`src/rtl/jtframe_db15_resp_if.sv`:
```
// Purpose : DB15 SNAC link bundle between a reader (master) and the responder (slave).
// Latency : n/a (signal bundle only).
// Backpr. : none; the reader paces the link through joy_clk/joy_load.
// Ports   : joy_clk/joy_load/p1/p2 flow master->slave;
//           joy_data/frame_done/bit_cnt/overrun/timeout flow slave->master.
interface jtframe_db15_resp_if #(
    parameter int BITS = 24
);
    logic                joy_clk;
    logic                joy_load;
    logic [BITS/2-1:0]   p1;
    logic [BITS/2-1:0]   p2;
    logic                joy_data;
    logic                frame_done;
    logic [4:0]          bit_cnt;
    logic                overrun;
    logic                timeout;

    modport master (
        output joy_clk, joy_load, p1, p2,
        input  joy_data, frame_done, bit_cnt, overrun, timeout
    );

    modport slave (
        input  joy_clk, joy_load, p1, p2,
        output joy_data, frame_done, bit_cnt, overrun, timeout
    );
endinterface

```
`src/rtl/jtframe_db15_resp.sv`:
```
// Purpose : DB15 SNAC responder; 74HC165-style shift chain for two players' buttons.
// Latency : pin (joy_clk/joy_load) to joy_data is 3+FILT clk cycles.
// Backpr. : none; shifts follow reader edges, extra edges after a frame shift 1s and flag overrun.
// Ports   : clk_i, rst_n_i (synchronous, active low); bus = slave side of jtframe_db15_resp_if.
module jtframe_db15_resp #(
    parameter int BITS = 24,
    parameter int FILT = 2,
    parameter int TOUT = 4096
) (
    input  logic                       clk_i,
    input  logic                       rst_n_i,
    jtframe_db15_resp_if.slave         bus
);
    localparam int FW = (FILT > 1) ? $clog2(FILT) : 1;
    localparam int TW = (TOUT > 1) ? $clog2(TOUT + 1) : 1;

    localparam logic [1:0] ST_IDLE   = 2'd0;
    localparam logic [1:0] ST_LOADED = 2'd1;
    localparam logic [1:0] ST_SHIFT  = 2'd2;
    localparam logic [1:0] ST_DONE   = 2'd3;

    // Line index 0 = joy_clk, 1 = joy_load.
    logic [1:0]    s1_q, s2_q, flt_q, prev_q;
    logic [FW-1:0] fcnt_q [2];
    logic [1:0]    flt;

    // FILT==0 bypasses the filter so the edge detector sits right after the synchroniser.
    assign flt = (FILT == 0) ? s2_q : flt_q;

    always_ff @(posedge clk_i) begin
        if (!rst_n_i) begin
            s1_q      <= 2'b11;
            s2_q      <= 2'b11;
            flt_q     <= 2'b11;
            prev_q    <= 2'b11;
            fcnt_q[0] <= '0;
            fcnt_q[1] <= '0;
        end else begin
            s1_q   <= {bus.joy_load, bus.joy_clk};
            s2_q   <= s1_q;
            prev_q <= flt;
            // Filtered value follows only after FILT consecutive cycles of a differing input.
            for (int i = 0; i < 2; i++) begin
                if (s2_q[i] == flt_q[i]) begin
                    fcnt_q[i] <= '0;
                end else if (fcnt_q[i] == FW'(FILT - 1)) begin
                    flt_q[i]  <= s2_q[i];
                    fcnt_q[i] <= '0;
                end else begin
                    fcnt_q[i] <= fcnt_q[i] + 1'b1;
                end
            end
        end
    end

    logic clk_rise, clk_any, load_rise, load_low;
    assign clk_rise  = flt[0] & ~prev_q[0];
    assign clk_any   = flt[0] ^ prev_q[0];
    assign load_rise = flt[1] & ~prev_q[1];
    assign load_low  = ~flt[1];

    logic [1:0]      state_q, state_d;
    logic [BITS-1:0] sr_q, sr_d;
    logic [4:0]      bit_cnt_q, bit_cnt_d;
    logic [TW-1:0]   idle_q, idle_d;
    logic            frame_done_q, frame_done_d;
    logic            overrun_q, overrun_d;
    logic            timeout_q, timeout_d;

    always_comb begin
        state_d      = state_q;
        sr_d         = sr_q;
        bit_cnt_d    = bit_cnt_q;
        idle_d       = idle_q;
        frame_done_d = 1'b0;
        overrun_d    = overrun_q;
        timeout_d    = timeout_q;

        if (load_low) begin
            // Transparent load: buttons keep being sampled and any joy_clk edge loses.
            sr_d      = ~{bus.p2, bus.p1};
            bit_cnt_d = '0;
            overrun_d = 1'b0;
            timeout_d = 1'b0;
            idle_d    = '0;
            state_d   = ST_LOADED;
        end else begin
            case (state_q)
                ST_LOADED: begin
                    // The load-release cycle never shifts, even if joy_clk rises with it.
                    if (load_rise) begin
                        state_d = ST_SHIFT;
                        idle_d  = '0;
                    end
                end
                ST_SHIFT: begin
                    if (clk_rise) begin
                        sr_d      = {sr_q[BITS-2:0], 1'b1};
                        bit_cnt_d = bit_cnt_q + 5'd1;
                        if (bit_cnt_d == 5'(BITS)) begin
                            state_d      = ST_DONE;
                            frame_done_d = 1'b1;
                        end
                    end
                    idle_d = clk_any ? '0 : idle_q + 1'b1;
                    if (TOUT != 0 && !clk_any && idle_q == TW'(TOUT - 1)) begin
                        // Reader vanished mid-frame: park with all buttons released.
                        timeout_d = 1'b1;
                        state_d   = ST_IDLE;
                        sr_d      = '1;
                        idle_d    = '0;
                    end
                end
                ST_DONE: begin
                    if (clk_rise) begin
                        sr_d      = {sr_q[BITS-2:0], 1'b1};
                        overrun_d = 1'b1;
                    end
                end
                default: ;
            endcase
        end
    end

    always_ff @(posedge clk_i) begin
        if (!rst_n_i) begin
            state_q      <= ST_IDLE;
            sr_q         <= '1;
            bit_cnt_q    <= '0;
            idle_q       <= '0;
            frame_done_q <= 1'b0;
            overrun_q    <= 1'b0;
            timeout_q    <= 1'b0;
        end else begin
            state_q      <= state_d;
            sr_q         <= sr_d;
            bit_cnt_q    <= bit_cnt_d;
            idle_q       <= idle_d;
            frame_done_q <= frame_done_d;
            overrun_q    <= overrun_d;
            timeout_q    <= timeout_d;
        end
    end

    assign bus.joy_data   = sr_q[BITS-1];
    assign bus.frame_done = frame_done_q;
    assign bus.bit_cnt    = bit_cnt_q;
    assign bus.overrun    = overrun_q;
    assign bus.timeout    = timeout_q;
endmodule

```
`src/flat_wrapper.sv`:
```
// flat-port wrapper written by rule: the top's interface ports become plain ports
module jtframe_db15_resp_flat 
#(
    parameter int BITS = 24,
    parameter int FILT = 2,
    parameter int TOUT = 4096
)
  (clk_i, rst_n_i, bus_joy_clk, bus_joy_load, bus_p1, bus_p2, bus_joy_data, bus_frame_done, bus_bit_cnt, bus_overrun, bus_timeout);
  jtframe_db15_resp_if #(.BITS(BITS)) bus_i ();
  input  logic clk_i;
  input  logic rst_n_i;
  input wire logic [$bits(bus_i.joy_clk)-1:0] bus_joy_clk;
  input wire logic [$bits(bus_i.joy_load)-1:0] bus_joy_load;
  input wire logic [$bits(bus_i.p1)-1:0] bus_p1;
  input wire logic [$bits(bus_i.p2)-1:0] bus_p2;
  output wire logic [$bits(bus_i.joy_data)-1:0] bus_joy_data;
  output wire logic [$bits(bus_i.frame_done)-1:0] bus_frame_done;
  output wire logic [$bits(bus_i.bit_cnt)-1:0] bus_bit_cnt;
  output wire logic [$bits(bus_i.overrun)-1:0] bus_overrun;
  output wire logic [$bits(bus_i.timeout)-1:0] bus_timeout;
  assign bus_i.joy_clk = bus_joy_clk;
  assign bus_i.joy_load = bus_joy_load;
  assign bus_i.p1 = bus_p1;
  assign bus_i.p2 = bus_p2;
  assign bus_joy_data = bus_i.joy_data;
  assign bus_frame_done = bus_i.frame_done;
  assign bus_bit_cnt = bus_i.bit_cnt;
  assign bus_overrun = bus_i.overrun;
  assign bus_timeout = bus_i.timeout;
  jtframe_db15_resp #(.BITS(BITS), .FILT(FILT), .TOUT(TOUT)) u_core (.clk_i(clk_i), .rst_n_i(rst_n_i), .bus(bus_i));
endmodule
```
`config.mk`:
```
export PLATFORM = sky130hd
export DESIGN_NAME = jtframe_db15_resp_flat
export DESIGN_NICKNAME = d
export VERILOG_FILES = /design/src/rtl/jtframe_db15_resp_if.sv /design/src/rtl/jtframe_db15_resp.sv /design/src/flat_wrapper.sv
export SDC_FILE = /design/constraint.sdc
export NUM_CORES = 1
export LEC_CHECK = 0
export ABC_AREA = 1
export CORE_UTILIZATION = 55
export DETAILED_ROUTE_END_ITERATION = 16
export GPL_ROUTABILITY_DRIVEN = 0
export HOLD_SLACK_MARGIN = 0.08
export PLACE_DENSITY = 0.88
export SLEW_MARGIN = 20
export SYNTH_ARGS = -nofsm -noshare
export SYNTH_HDL_FRONTEND = slang
export SYNTH_SLANG_ARGS = --single-unit
```
`constraint.sdc`:
```
create_clock -name clk_i -period 1.78 [get_ports clk_i]
set_input_delay 0.356 -clock clk_i [delete_from_list [all_inputs] [get_ports clk_i]]
set_output_delay 0.356 -clock clk_i [all_outputs]
set_load 0.03 [all_outputs]
```
# [Word level (Yosys, flattened, before mapping)]
# Memory sizes are Yosys's and may differ from the RTL's.
# Index checks and enable logic that the tools add are counted.
# W data, S select, Z words.
[totals] register_bits=55 mem_bits_rw=2 word_cells=104 mem_count=1
[classes] addsub=4 n_eq_ne=15 mux=44 bitwise=14 reduce_logical=13
[mem_list] name="u_core.fcnt_q" words=2 width=1 read_ports=2 rd_ports_with_merged_regs=0 wr=2 line_no="jtframe_db15_resp.sv:24" text="logic [FW-1:0] fcnt_q [2];"
[ops] operator="$mux W24" n=3
[ops] operator="$pmux W24 S2" n=1
[ops] operator="$mux W13" n=3
[ops] operator="$mux W1" n=31
[ops] operator="$pmux W13 S2" n=1
[ops] operator="$not A24 Y24" n=1
[ops] operator="$reduce_and A2 Y1" n=7
[ops] operator="$add A13 B1 Y13 const B" n=1
[ops] operator="$eq A13 B12 Y1 const B" n=1
[ops] operator="$reduce_and A4 Y1" n=3
[ops] operator="$ne A3 B3 Y1 const B" n=3
[ops] operator="$mux W2" n=4
[ops] operator="$ne A4 B4 Y1 const B" n=2
[ops] operator="$ne A3 B1 Y1 const B" n=2
[ops] operator="$or A1 B1 Y1" n=6
[ops] operator="$add A5 B1 Y5 const B" n=1
[ops] operator="$eq A5 B5 Y1 const B" n=1
[ops] operator="$eq A2 B2 Y1 const B" n=2
[ops] operator="$not A1 Y1" n=4
[ops] operator="$pmux W2 S2" n=1
[ops] operator="$add A1 B1 Y1 const B" n=2
[ops] operator="$and A1 B1 Y1" n=2
[ops] operator="$eq A1 B1 Y1" n=2
[ops] operator="$eq A2 B1 Y1 const B" n=1
[ops] operator="5 further kinds" n=5

# [Longest topological paths before layout]
# Gate-level depths: netlist of run 1.
[logic_depth] ltp_word=7 depth_mapped=12 depth_no_buf=12

# [Least setup slack after synthesis of run 1]
# No wires, ideal clock.
[synth_timing] path_kind="register to register" startpoint="register u_core.bit_cnt_q[0], in the netlist u_core.bus.bit_cnt[0]" endpoint="register u_core.state_q[1]" setup_ns=0.070 t_arrival_ns=1.464 slack_ns=0.247 path_stages_with_launch=10 path_buffers=0 synth_period_minus_slack_ns=1.533 cell_sequence="dfxtp_1 ha_1 inv_1 nand2_1 nand3_1 nor2_1 nand3_1 nand3_1 nand2_1 a21oi_1"
[synth_via] elab_chain_len=4
[synth_lines] item="start: declaration" line_no="jtframe_db15_resp.sv:64" text="logic [4:0] bit_cnt_q, bit_cnt_d;"
[synth_lines] item="start signal: assignment" line_no="jtframe_db15_resp.sv:137" text="bit_cnt_q <= bit_cnt_d;"
[synth_lines] item="$add A5 B1 Y5" line_no="jtframe_db15_resp.sv:99" text="bit_cnt_d = bit_cnt_q + 5'd1;"
[synth_lines] item="$eq A5 B5 Y1" line_no="jtframe_db15_resp.sv:100" text="if (bit_cnt_d == 5'(BITS)) begin"
[synth_lines] item="$ne A3 B1 Y1 (no source line)"
[synth_lines] item="$reduce_and A4 Y1 (no source line)"
[synth_lines] item="end signal: assignment" line_no="jtframe_db15_resp.sv:135" text="state_q <= state_d;"
[synth_lines] item="end: declaration" line_no="jtframe_db15_resp.sv:62" text="logic [1:0] state_q, state_d;"
# No other way between the ends.
# A chain may end at the register's enable or synchronous reset.

# [Final worst setup path of run 1]
[layout_timing] startpoint="register u_core.sr_q[23]" endpoint="output bus_joy_data"
[layout_lines] item="start: declaration" line_no="jtframe_db15_resp.sv:63" text="logic [BITS-1:0] sr_q, sr_d;"
[layout_lines] item="start signal: assignment" line_no="jtframe_db15_resp.sv:136" text="sr_q <= sr_d;"
[layout_lines] item="end: declaration" line_no="flat_wrapper.sv:16" text="output wire logic [$bits(bus_i.joy_data)-1:0] bus_joy_data;"
# No word-level cell between the ends.

==> results.json, run 1 <==
{
  "routed-via-count": 2827,
  "reg2reg_depth": 8,
  "cts.sinks": 57,
  "final_cell_count_no_fill": 531,
  "holdCritStartpoint": "u_core.s1_q[1]",
  "syn_inst": 418,
  "critPathLaunchType": "register",
  "dr.pass1.iters": 5,
  "cp_max_fo": 3,
  "post-route-min-period_ns": 1.72,
  "drt_iter0_markers": 221,
  "ios": 37,
  "ant_nets": 0,
  "min_to": "u_core.s2_q[1]",
  "reg2reg_to": "u_core.sr_q[0]",
  "start_util": 0.589,
  "power.switching_uw": 952,
  "area.growth.synth_to_final_pct": 22.8,
  "grt_pass1_vias": 2549,
  "cp.required_ns": 1.42,
  "fin_tns_setup_ns": 0,
  "synth_warnings": 0,
  "grt_use_total": 0.253,
  "antennaDiodeCount": 0,
  "antenna_found_initial": 0,
  "core_area_mm2": 0.00488,
  "irDropWorstVdd_v": 0.000621,
  "p_int_mw": 2.36,
  "clockBufferDepth": 2,
  "layout.nets": 494,
  "syn_area_mm2": 0.00287,
  "routedWlPerCell_um": 12.2,
  "layout-drive-gt1-share": 0.0948,
  "yosysSeqAreaShare": 0.404,
  "drt_wl_total_um": 6470,
  "slew_violations": 0,
  "yosysUniqueCellTypes": 32,
  "post-route-period-util": 0.965,
  "skew_ns": 0.00678,
  "postSynthAreaPerCell_um2": 6.87,
  "port_buffers": 36,
  "synth-edff-count": 2,
  "async_reset_ff_frac": 0,
  "cellLeakagePower_nw": 1.60,
  "cts-buffers-inserted": 9,
  "dieArea_mm2": 0.00552,
  "dpl.hpwl_um": 4340,
  "r2r-start": "u_core.flt[0]",
  "cp_slowest_cell": "clkdlybuf4s50_1",
  "clock_power_share": 0.353,
  "clock.fmax_mhz": 582,
  "grt_pass1_wl_um": 10700,
  "grt_max_degree": 49,
  "post_cts_buffers": 0,
  "status": "completed",
  "swShare": 0.287,
  "rrSetupSlack_ns": 0.14,
  "finalPower_mw": 3.32,
  "comb_power_share": 0.204,
  "rsz0062_at_grt": "no",
  "critPathTopFamily": "buffers and inverters",
  "crit_chain": "clkdlybuf4s50_1",
  "hp-class": "reg -> reg",
  "cap_viol_max_count": 0,
  "setup_viol": 0,
  "root_buffer": "clkbuf_8",
  "power.density_mw_per_mm2": 940,
  "hold_viol_final": 0,
  "tritoncts": "yes",
  "die_h_um": 74.3,
  "cp.arrival_ns": 1.36,
  "placementRows": 25,
  "ys.flop_type": "dfxtp_1",
  "drc": 0,
  "path_clk_slew_ns": 0.06,
  "hold_depth": 1,
  "grt-ovfl-total": 0,
  "cpPeakStageDelay_ns": 0.68,
  "cts_max_level": 3,
  "routed_via_density": 5.32,
  "dp.cells": 515,
  "p_seq_frac": 0.443,
  "critPathCaptureType": "output pin",
  "ys_ff_latch": 57,
  "crit_buf_inv": 1,
  "path_class": "reg -> out",
  "clock_latency_ns": 0.33,
  "dieWidth_um": 74.3
}
## metal layers
layer	part of all wire	wire, um	up-vias	GRT usage
li1	-	-	1445	-
met1	0.45	2940	1285	0.297
met2	0.48	3090	79	0.432
met3	0.043	278	18	0.0393
met4	0.026	169	0	0.159
met5	0	0	-	0
## metrics by stage
step	cell area, um^2	hold WS [ns]	util	setup slack (ns)
final	3530	0.412	0.723	0.0616
after global routing	3530	0.430	0.723	0.00353
after CTS	3520	0.416	0.722	0.0543
after detailed placement	3340	0.402	0.684	0.150
after global placement	3340	0.395	0.684	0.213
after floorplan	2880	0.393	-	0.247
## registers in the layout, summed over array words and instances, names as in the netlist
register               cells
u_core.bus.bit_cnt         5
u_core.bus.frame_done      1
u_core.bus.overrun         1
u_core.bus.timeout         1
u_core.fcnt_q              2
u_core.flt                 2
u_core.idle_q             13
u_core.prev_q              2
u_core.s1_q                2
u_core.s2_q                2
u_core.sr_q               24
u_core.state_q             2
## cells in the final DEF, fill, tap and decap left out, drive strengths merged
cell type / count
nand2: 135
dfxtp: 55
a21oi: 41
nand3: 39
inv: 33
o21ai: 33
clkdlybuf4s50: 32
nor2: 26
clkbuf: 13
nor3: 12
buf: 10
ha: 7
nand4: 5
or2: 5
dlygate4sd2: 4
o211ai: 2
xor2: 2
clkinv: 2
edfxtp: 2
conb: 2
o21a: 1
a31oi: 1
xnor2: 1
bufinv: 1
## kinds of logic (layout without fill, tap and decap cells)
group	count (synthesis)	in the layout	share of synthesized area
flip-flops	57	57	0.404
buffers and inverters	50	95	0.0736
XOR/XNOR	3	3	0.00915
AO/OA/AOI/OAI	78	78	0.145
adder cells (fa/ha/maj)	7	7	0.0305
AND/OR/NAND/NOR	222	222	0.336
other	1	2	0.00131
## area by class of cell
cell class	count	area, um^2
Inverter	33	124
Sequential cell	57	1160
Fill cell	401	1350
Tap cell	67	83.8
Multi-Input combinational cell	312	1520
Timing Repair Buffer	46	455
Clock inverter	3	40.0
Clock buffer	13	149
## Yosys cell counts (3+ instances only)
| master | count | area, um^2 |
|---|---|---|
| a21oi_1 | 39 | 195 |
| buf_2 | 7 | 35.0 |
| clkbuf_1 | 6 | 22.5 |
| dfxtp_1 | 55 | 1100 |
| ha_1 | 7 | 87.6 |
| inv_1 | 30 | 113 |
| inv_2 | 3 | 11.3 |
| nand2_1 | 133 | 499 |
| nand3_1 | 39 | 195 |
| nand4_1 | 5 | 31.3 |
| nor2_1 | 21 | 78.8 |
| nor2_4 | 3 | 33.8 |
| nor3_1 | 11 | 55.1 |
| o21ai_0 | 27 | 135 |
| o21ai_1 | 5 | 25.0 |
| or2_2 | 5 | 31.3 |
## worst max-delay path by stage
stage,end,cells after the start,from
2_1_floorplan,u_core.state_q[1],9,u_core.bus.bit_cnt[0]
3_3_place_gp,u_core.idle_q[5],5,rst_n_i
3_5_place_dp,u_core.idle_q[6],5,rst_n_i
4_1_cts,bus_joy_data,1,u_core.sr_q[23]
5_1_grt,u_core.sr_q[0],8,u_core.flt[0]
6_report,bus_joy_data,1,u_core.sr_q[23]
## power groups by stage
stage          Clock (mW)  Sequential, mW  Combinational (mW)
2_1_floorplan           0            1.49               0.470
3_3_place_gp            0            1.49               0.647
3_5_place_dp            0            1.49               0.667
4_1_cts              1.18            1.47               0.672
5_1_grt              1.24            1.48               0.763
6_report             1.17            1.47               0.675
## what timing repair did
item,CTS,global route
pin swaps,0,1
endpoints found under the setup margin,4,9
resized for setup,4,2
hold buffers,0,0
(Power assumes the default switching activity.)
==> inputs of run 2 (changes only) <==
--- a/config.mk
+++ b/config.mk
@@ -11,6 +11,7 @@
 export GPL_ROUTABILITY_DRIVEN = 0
 export HOLD_SLACK_MARGIN = 0.08
 export PLACE_DENSITY = 0.88
+export SETUP_SLACK_MARGIN = 0.15
 export SLEW_MARGIN = 20
 export SYNTH_ARGS = -nofsm -noshare
 export SYNTH_HDL_FRONTEND = slang
==> run 2 against run 1 <==
Fmax hardly changed. Flip-flop and latch count unchanged. Die area unchanged. Global-route usage up 0.057 points. Power rose by 3.0%. Sequential share of layout area shrank 1.3 points. Register-to-register slack worse by 0.08 ns. Final cell count is 0.94% higher. Non-clock buffer count up 5. Largest cell class unchanged. Largest power group unchanged. Highest routed layer unchanged.
==> results.json, run 2 (same netlist as run 1, synthesis figures left out) <==
{
  "status": "completed",
  "tritoncts": "yes",
  "core_area_mm2": 0.00488,
  "fin_tns_setup_ns": 0,
  "routed-via-count": 2944,
  "cts_hold_buffers": 0,
  "root_buffer": "clkbuf_8",
  "cellLeakagePower_nw": 1.66,
  "slew_violations": 0,
  "min_to": "u_core.s2_q[1]",
  "routed_via_density": 5.49,
  "largest_reg_flops": 24,
  "crit_start": "u_core.prev_q[0]",
  "critPathTopFamily": "compound AO/OA/AOI/OAI gates",
  "setup_viol": 0,
  "crit_chain": "inv_2 -> ha_4 -> nand2_4 -> inv_2 -> nand4_1 -> o21ai_4 -> clkbuf_16 -> o21ai_0 -> nand3_1",
  "skew_ns": 0.00762,
  "hold_depth": 1,
  "power.density_mw_per_mm2": 921,
  "drc": 0,
  "regMostFlops": "u_core.sr_q",
  "critical_path_depth": 9,
  "cp_common_cell": "inv_2",
  "cap_viol_max_count": 0,
  "area.growth.synth_to_final_pct": 29.1,
  "cts.sinks": 57,
  "cp_max_fo": 12,
  "layout.nets": 499,
  "hold_viol_final": 0,
  "start_util": 0.589,
  "cpPeakStageDelay_ns": 0.33,
  "rsz0062_at_grt": "yes",
  "fin_util": 0.760,
  "rrSetupSlack_ns": 0.06,
  "clock.fmax_mhz": 582,
  "antennaDiodeCount": 0,
  "cp_slowest_cell": "dfxtp_2",
  "crit_buf_inv": 3,
  "ant_nets": 0,
  "reg2reg_to": "u_core.sr_q[7]",
  "routedWlPerCell_um": 13.5,
  "final_common_cell": "nand2_1",
  "final_cell_mix": "nand2_1, dfxtp_1, a21oi_1, nand3_1",
  "path_class": "reg -> reg",
  "clock_latency_ns": 0.34,
  "antenna_found_initial": 0,
  "path_clk_slew_ns": 0.06,
  "irDropWorstVdd_v": 0.000614,
  "clockBufferDepth": 2,
  "grt_use_total": 0.254,
  "placementRows": 25,
  "drt_iter0_markers": 347,
  "critPathLaunchType": "register",
  "holdCritStartpoint": "u_core.s1_q[1]",
  "setup_ws_ns": 0.0610,
  "cts-buffers-inserted": 9,
  "critPathCaptureType": "register",
  "layout-drive-gt1-share": 0.162,
  "post-route-min-period_ns": 1.72,
  "dieArea_mm2": 0.00552,
  "post-route-period-util": 0.966,
  "reg2reg_depth": 9,
  "cp.arrival_ns": 2.00,
  "grt_pass1_vias": 2556,
  "fillers": 361,
  "place_ws_ns": 0.150,
  "grt-ovfl-total": 0,
  "die_h_um": 74.3,
  "hp-class": "reg -> reg",
  "dieWidth_um": 74.3,
  "ios": 37,
  "drt_wl_total_um": 7250,
  "r2r-start": "u_core.prev_q[0]",
  "dpl.hpwl_um": 4340,
  "cp.required_ns": 2.06,
  "cts_max_level": 3,
  "dr.pass1.iters": 6,
  "port_buffers": 36,
  "grt_max_degree": 49,
  "grt_pass1_wl_um": 10700
}
[run 2: changes by cell type in the layout (fill, tap and decap cells not counted), moves of 3 or more]
| cell | previous run | this run |
|---|---|---|
| ha_4 | 0 | 3 |
| inv_1 | 30 | 27 |
| nand2_1 | 132 | 129 |
| o21ai_0 | 27 | 16 |
| o21ai_2 | 1 | 10 |
| buf_4 | 8 | 11 |
| dfxtp_2 | 0 | 5 |
| dfxtp_1 | 55 | 49 |
| dlygate4sd2_1 | 4 | 9 |
| ha_1 | 6 | 3 |
| inv_2 | 3 | 6 |
| clkdlybuf4s50_1 | 32 | 27 |
[run 2: worst reg2reg max path, stage by stage, from the launching register on]
cell and delay, ns:
dfxtp_2 0.33, inv_2 0.04, ha_4 0.27, nand2_4 0.05
inv_2 0.05, nand4_1 0.22, o21ai_4 0.33, clkbuf_16 0.22
o21ai_0 0.09, nand3_1 0.07
[run 2: timing repair]
action / CTS / global route
gates resized for setup: 11 / 44
gates cloned: 0 / 2
pin swaps: 0 / 8
endpoints found under the setup margin: 13 / 37
setup buffers: 0 / 3
[run 2: worst max-delay path by stage]
stage	slack [ns]	endpoint
2_1_floorplan	0.25	u_core.state_q[1]
3_3_place_gp	0.21	u_core.idle_q[5]
3_5_place_dp	0.15	u_core.idle_q[6]
4_1_cts	0.17	u_core.idle_q[11]
5_1_grt	-0.03	u_core.sr_q[7]
6_report	0.06	u_core.sr_q[7]
[run 2: per-stage QoR]
| step | hold slack [ns] | total power [mW] | cell area, um^2 | cells |
|---|---|---|---|---|
| after floorplan | 0.393 | 1.96 | 2880 | 419 |
| after global placement | 0.395 | 2.14 | 3340 | 515 |
| after detailed placement | 0.402 | 2.16 | 3340 | 515 |
| after CTS | 0.416 | 3.32 | 3520 | 531 |
| after global routing | 0.430 | 3.57 | 3710 | 536 |
| final | 0.412 | 3.42 | 3710 | 536 |
[run 2: final cells by class]
type / instances / area [um^2] / share of cell area
tap: 67 / 83.8 / 0.0226
inverter: 33 / 124 / 0.0334
sequential: 57 / 1170 / 0.316
clock inverter: 3 / 40.0 / 0.0108
clock buffer: 13 / 149 / 0.0401
multi-input combinational: 312 / 1620 / 0.437
timing repair buffer: 51 / 522 / 0.141
[run 2: power breakdown]
part | total [mW] | switching, mW | leakage, nW | internal, mW
Clock | 1.18 | 0.498 | 0.0974 | 0.681
Sequential | 1.48 | 0.0829 | 0.472 | 1.39
Combinational | 0.761 | 0.435 | 1.10 | 0.326
[run 2: layer usage]
| layer | global-route usage | share of wire | vias to the layer above |
|---|---|---|---|
| met5 | 0 | 0 | - |
| met4 | 0.159 | 0.022 | 0 |
| met3 | 0.0407 | 0.053 | 16 |
| met2 | 0.432 | 0.50 | 118 |
| met1 | 0.298 | 0.43 | 1350 |
| li1 | - | - | 1460 |
==> inputs of run 3 (changes only) <==
--- a/config.mk
+++ b/config.mk
@@ -6,6 +6,7 @@
 export NUM_CORES = 1
 export LEC_CHECK = 0
 export ABC_AREA = 1
+export CAP_MARGIN = 20
 export CORE_UTILIZATION = 55
 export DETAILED_ROUTE_END_ITERATION = 16
 export GPL_ROUTABILITY_DRIVEN = 0
==> results of run 3 <==
No change in the layout: final DEF, timing and power equal those of run 2.
